==> src/rtl/mux_n_pipe_pkg.sv <==
// Shared constants for the N-way pipelined mux: mode encodings and beat counter width.
package mux_n_pipe_pkg;
  localparam logic MODO_FIJO = 1'b0;
  localparam logic MODO_RR   = 1'b1;
  localparam int   CNT_W     = 16;

  // Saturating increment for the accepted-beat counter.
  function automatic logic [CNT_W-1:0] sat_inc(input logic [CNT_W-1:0] v);
    return (v == '1) ? v : v + 1'b1;
  endfunction
endpackage

==> src/rtl/mux_n_pipe_rr_arbiter.sv <==
// Round-robin grant: first requester found scanning ptr, ptr+1, ... modulo N.
module rr_arbiter #(
  parameter int N     = 4,
  parameter int SEL_W = $clog2(N)
) (
  input  logic [N-1:0]     req,
  input  logic [SEL_W-1:0] ptr,
  output logic [N-1:0]     grant,
  output logic [SEL_W-1:0] idx,
  output logic             any
);
  localparam logic [SEL_W:0] NL = (SEL_W+1)'(N);

  logic [SEL_W:0] j;

  always_comb begin
    grant = '0;
    idx   = '0;
    any   = 1'b0;
    j     = '0;
    for (int k = 0; k < N; k++) begin
      // ptr < N and k < N, so a single subtract wraps the scan position
      j = {1'b0, ptr} + (SEL_W+1)'(k);
      if (j >= NL) j = j - NL;
      if (!any && req[j[SEL_W-1:0]]) begin
        any = 1'b1;
        idx = j[SEL_W-1:0];
      end
    end
    grant[idx] = any;
  end
endmodule

==> src/rtl/mux_n_pipe.sv <==
// N-input mux with fixed-select or round-robin arbitration into a single registered output beat.
module mux_n_pipe
  import mux_n_pipe_pkg::*;
#(
  parameter int WIDTH = 32,
  parameter int N_IN  = 4,
  parameter int SEL_W = $clog2(N_IN)
) (
  input  logic                  clk,
  input  logic                  rst_n,
  input  logic [N_IN*WIDTH-1:0] datos,
  input  logic [N_IN-1:0]       in_valid,
  output logic [N_IN-1:0]       in_ready,
  input  logic [SEL_W-1:0]      sel,
  input  logic                  modo,
  output logic [WIDTH-1:0]      salida,
  output logic                  out_valid,
  input  logic                  out_ready,
  output logic [SEL_W-1:0]      src,
  output logic                  err_sel,
  output logic [CNT_W-1:0]      cnt
);
  localparam logic [SEL_W:0]     N_L  = (SEL_W+1)'(N_IN);
  localparam logic [SEL_W-1:0]   LAST = SEL_W'(N_IN-1);

  logic [N_IN-1:0][WIDTH-1:0] ch;
  logic [SEL_W-1:0]           ptr, rr_idx, g_idx;
  logic [N_IN-1:0]            rr_grant, rdy;
  logic                       rr_any, sel_ok, free, xfer;

  assign ch = datos;

  rr_arbiter #(.N(N_IN), .SEL_W(SEL_W)) u_arb (
    .req   (in_valid),
    .ptr   (ptr),
    .grant (rr_grant),
    .idx   (rr_idx),
    .any   (rr_any)
  );

  assign sel_ok = ({1'b0, sel} < N_L);
  assign free   = !out_valid || out_ready;

  // Fixed mode offers ready on sel even without a pending valid.
  always_comb begin
    rdy = '0;
    if (rst_n && free) begin
      if (modo == MODO_RR) rdy = rr_grant;
      else if (sel_ok)     rdy[sel] = 1'b1;
    end
  end

  assign in_ready = rdy;
  assign xfer     = |(rdy & in_valid);
  assign g_idx    = (modo == MODO_RR) ? rr_idx : sel;

  always_ff @(posedge clk or negedge rst_n) begin
    if (!rst_n) begin
      out_valid <= 1'b0;
      salida    <= '0;
      src       <= '0;
    end else if (xfer) begin
      out_valid <= 1'b1;
      salida    <= ch[g_idx];
      src       <= g_idx;
    end else if (out_ready) begin
      out_valid <= 1'b0;
    end
  end

  always_ff @(posedge clk or negedge rst_n) begin
    if (!rst_n)                          ptr <= '0;
    else if (modo == MODO_RR && xfer)    ptr <= (rr_idx == LAST) ? '0 : rr_idx + 1'b1;
  end

  always_ff @(posedge clk or negedge rst_n) begin
    if (!rst_n)                     cnt <= '0;
    else if (out_valid && out_ready) cnt <= sat_inc(cnt);
  end

  always_ff @(posedge clk or negedge rst_n) begin
    if (!rst_n)                           err_sel <= 1'b0;
    else if (modo == MODO_FIJO && !sel_ok) err_sel <= 1'b1;
  end

  logic unused_any;
  assign unused_any = rr_any;
endmodule

==> config.mk <==
export PLATFORM = sky130hd
export DESIGN_NAME = mux_n_pipe
export DESIGN_NICKNAME = d
export VERILOG_FILES = /design/src/rtl/mux_n_pipe_pkg.sv /design/src/rtl/mux_n_pipe_rr_arbiter.sv /design/src/rtl/mux_n_pipe.sv
export SDC_FILE = /design/constraint.sdc
export NUM_CORES = 1
export LEC_CHECK = 0
export ABC_AREA = 0
export BUFFER_PORTS_ARGS = -buffer_cell sky130_fd_sc_hd__clkbuf_2
export CAP_MARGIN = 20
export CORE_AREA = 2 2 108 110
export DETAILED_ROUTE_END_ITERATION = 8
export DIE_AREA = 0 0 110 112
export GPL_ROUTABILITY_DRIVEN = 0
export PLACE_DENSITY = 0.67
export SLEW_MARGIN = 30
export SYNTH_ARGS = -nofsm -noshare
export SYNTH_HDL_FRONTEND = slang
export SYNTH_HIERARCHICAL = 1
export SYNTH_SLANG_ARGS = --single-unit
==> constraint.sdc <==
create_clock -name clk -period 3.2 [get_ports clk]
set_clock_uncertainty 0.15 [all_clocks]
set_input_delay 0.64 -clock clk [delete_from_list [all_inputs] [get_ports clk]]
set_output_delay 0.64 -clock clk [all_outputs]
set_load 0.01 [all_outputs]
==> impl_summary.log <==
[metrics] Tcrit/Tclk final: 84.0%
[metrics] CTS max path bufs: 2
[metrics] ordered cell list for the critical path: nor2_1 > a221oi_1 > nor2b_1 > a22oi_1 > a21boi_1 > o311ai_4 > buf_4 > mux2_2
[metrics] internal reg-to-reg setup slack: 0.51 ns
[metrics] Crit-path slowest cell: sky130_fd_sc_hd__dfrtp_1
[metrics] post-route antenna net violation count: 0
[metrics] Power, Total: 3.16 mW
[metrics] Detailed Routing Iterations Pass 1: 4
[metrics] leakage power total: 2.23 nW
[metrics] cell internal power dissipation: 2.12 mW
[metrics] total power density per cell area: 689 mW/mm²
[metrics] biggest cell delay along the critical path: 0.58 ns
[metrics] Iter 0 DRT Violations: 152
[metrics] ratio of cells with drive above 1 in the final layout: 63.6%
[metrics] post-layout minimum cycle time: 2.69 ns
[metrics] pin slew with the least headroom to its limit: 0.627 ns
[metrics] worst reg2reg path depth: 8
[metrics] clock tree from TritonCTS: built
[metrics] post-detail-place hpwl: 7.41 mm
[metrics] clock insertion delay at the later pin of the skew report: 0.28 ns
[metrics] Clock power frac: 21.6%
[metrics] final setup TNS: 0 ns
[metrics] post-synthesis instance area: 0.00329 mm²
[metrics] Port Buffer Count: 192
[metrics] y dimension of the die: 112 µm
[metrics] net total in the final layout: 581
[metrics] number of hold buffers added after CTS: 0
[metrics] buffer cell driving the clock tree root: sky130_fd_sc_hd__clkbuf_16
[metrics] Seq pwr share: 35.4%
[metrics] outcome: finished clean
[metrics] per-cell via count in the routed design: 4.96
[metrics] remaining max-slew budget at the tightest pin: 58.2%
[metrics] net count after synthesis: 389
[metrics] Final Setup Violations: 0
[metrics] Yosys warnings: 6
[metrics] type of the setup path with the least slack: register to register
[metrics] layout overhead on the synthesized area: 39.2%
[metrics] H-tree levels: 2
[metrics] vias in the first global route: 2880
[metrics] Die X: 110 µm
[metrics] synthesized instance count: 249
[metrics] maximum net fanout on the critical path: 23
[metrics] peak supply drop: 262 µV
[metrics] switching part of the total: 33.0%
[metrics] post-cts resize count: 0
[metrics] Routed WL per cell: 15.5 µm
[metrics] sort of element at the start of the critical path: register
[metrics] IO Pins: 194
[metrics] class of the tightest hold or removal check: input port to asynchronous set/reset pin
[metrics] largest net degree at the start of global routing: 50
[metrics] initial antenna violation count: 0
[metrics] Ant. Diodes: 0
[metrics] CTS Buf Count: 5
[metrics] remaining global-route overflow: 0
[metrics] area enclosed by the die boundary: 0.0123 mm²
[metrics] Hold Fails Final Rpt: 0
[metrics] most common cell after layout, fill and taps aside: sky130_fd_sc_hd__clkbuf_2
[metrics] crit path DAT: 2.71 ns
[metrics] Maximum Capacitance Violations: 0
[metrics] Residual DRC: 0
[metrics] kind of capture point of the worst setup path: register
[metrics] global-route total usage across every layer: 14.3%
[metrics] Filler Cells Inserted: 1070
[metrics] clock transition time at the flip-flop clock pins of the worst setup and hold paths: 0.07 ns
[metrics] worst slack, placed: 0.295 ns
[metrics] Setup WS post-layout: 0.512 ns
[metrics] post-synthesis average cell area: 13.2 µm²
[metrics] critical path data required time: 3.22 ns
[metrics] Crit Reg-Reg Startpoint: ptr[1]$_DFFE_PN0P_
[metrics] Post-CTS Setup Inserts: 0
[metrics] total number of vias: 2903
[metrics] most used cells in the layout excluding fill and tap cells: sky130_fd_sc_hd__clkbuf_2 (192), sky130_fd_sc_hd__dfrtp_1 (53), sky130_fd_sc_hd__mux2_2 (33)
[metrics] number of rows created at floorplan: 39
[metrics] reg-to-reg critical path endpoint: salida[20]$_DFFE_PN0P_
[metrics] effective utilization at floorplan: 29.5%
[metrics] final number of max-transition violations: 0
[metrics] clock sinks: 53
[metrics] f_max: 372 MHz
[metrics] post-detailed-routing wire length: 9.09 mm
[metrics] RSZ-0062 raised after global routing: no
[metrics] Core ar.: 0.0112 mm²
[metrics] NetSw: 1.04 mW
[metrics] Comb pwr share: 43.1%
[metrics] wire length of the first global-routing pass: 13.9 mm
power by group through the flow:
stage | Clock, mW | Sequential [mW] | Combinational [mW]
finish | 0.682 | 1.12 | 1.36
global route | 0.734 | 1.16 | 1.48
CTS | 0.704 | 1.12 | 1.39
detailed placement | 0 | 1.13 | 1.38
global placement | 0 | 1.12 | 1.34
floorplan | 0 | 1.21 | 0.772
worst max-delay path by stage:
stage                       startpoint                endpoint  slack (ns)  depth (start not counted)
finish              ptr[1]$_DFFE_PN0P_  salida[20]$_DFFE_PN0P_        0.51                          8
global route        ptr[1]$_DFFE_PN0P_  salida[20]$_DFFE_PN0P_        0.34                          8
CTS                 ptr[0]$_DFFE_PN0P_  salida[20]$_DFFE_PN0P_        0.54                          8
detailed placement         in_valid[1]  salida[16]$_DFFE_PN0P_        0.30                          8
global placement           in_valid[1]  salida[16]$_DFFE_PN0P_        0.32                          8
floorplan                  in_valid[1]  salida[16]$_DFFE_PN0P_        0.37                          8
metrics by stage:
stage               utilization [%]  cells  hold WS, ns  instance area (µm²)
floorplan                         -    249        0.194                 3290
global placement               39.3    577        0.319                 4390
detailed placement             39.3    577        0.328                 4390
CTS                            41.0    585       0.0689                 4580
global route                   41.0    585       0.0673                 4580
finish                         41.0    585       0.0600                 4580
cell type report:
cell class | instances | area, µm² | area share, %
Multi-Input combinational cell | 176 | 1840 | 40.1
Sequential cell | 53 | 1330 | 28.9
Timing Repair Buffer | 199 | 1030 | 22.4
Tap cell | 143 | 179 | 3.90
Clock buffer | 5 | 125 | 2.73
Clock inverter | 3 | 65.1 | 1.42
Inverter | 6 | 22.5 | 0.491
flip-flops by register name (all words and copies together), names as in the netlist:
name,count
cnt,16
salida,32
src,2
out_valid,1
ptr,2
critical path, delay by kind of cell (launching register included):
| kind | cells | cell delay [ns] |
|---|---|---|
| buffers and inverters | 1 | 0.34 |
| multiplexers | 1 | 0.38 |
| AND/OR/NAND/NOR | 2 | 0.20 |
| AO/OA/AOI/OAI | 4 | 0.92 |
| flip-flops | 1 | 0.58 |
routing by layer:
layer  global-route usage (%)  share of wire, %  vias up
met1                     17.9                40     1417
met3                     2.99               7.3        9
met5                        0                 0        -
met4                     3.88               1.1        0
li1                         -                 -     1342
met2                     24.8                51      135
(Power assumes the default switching activity.)
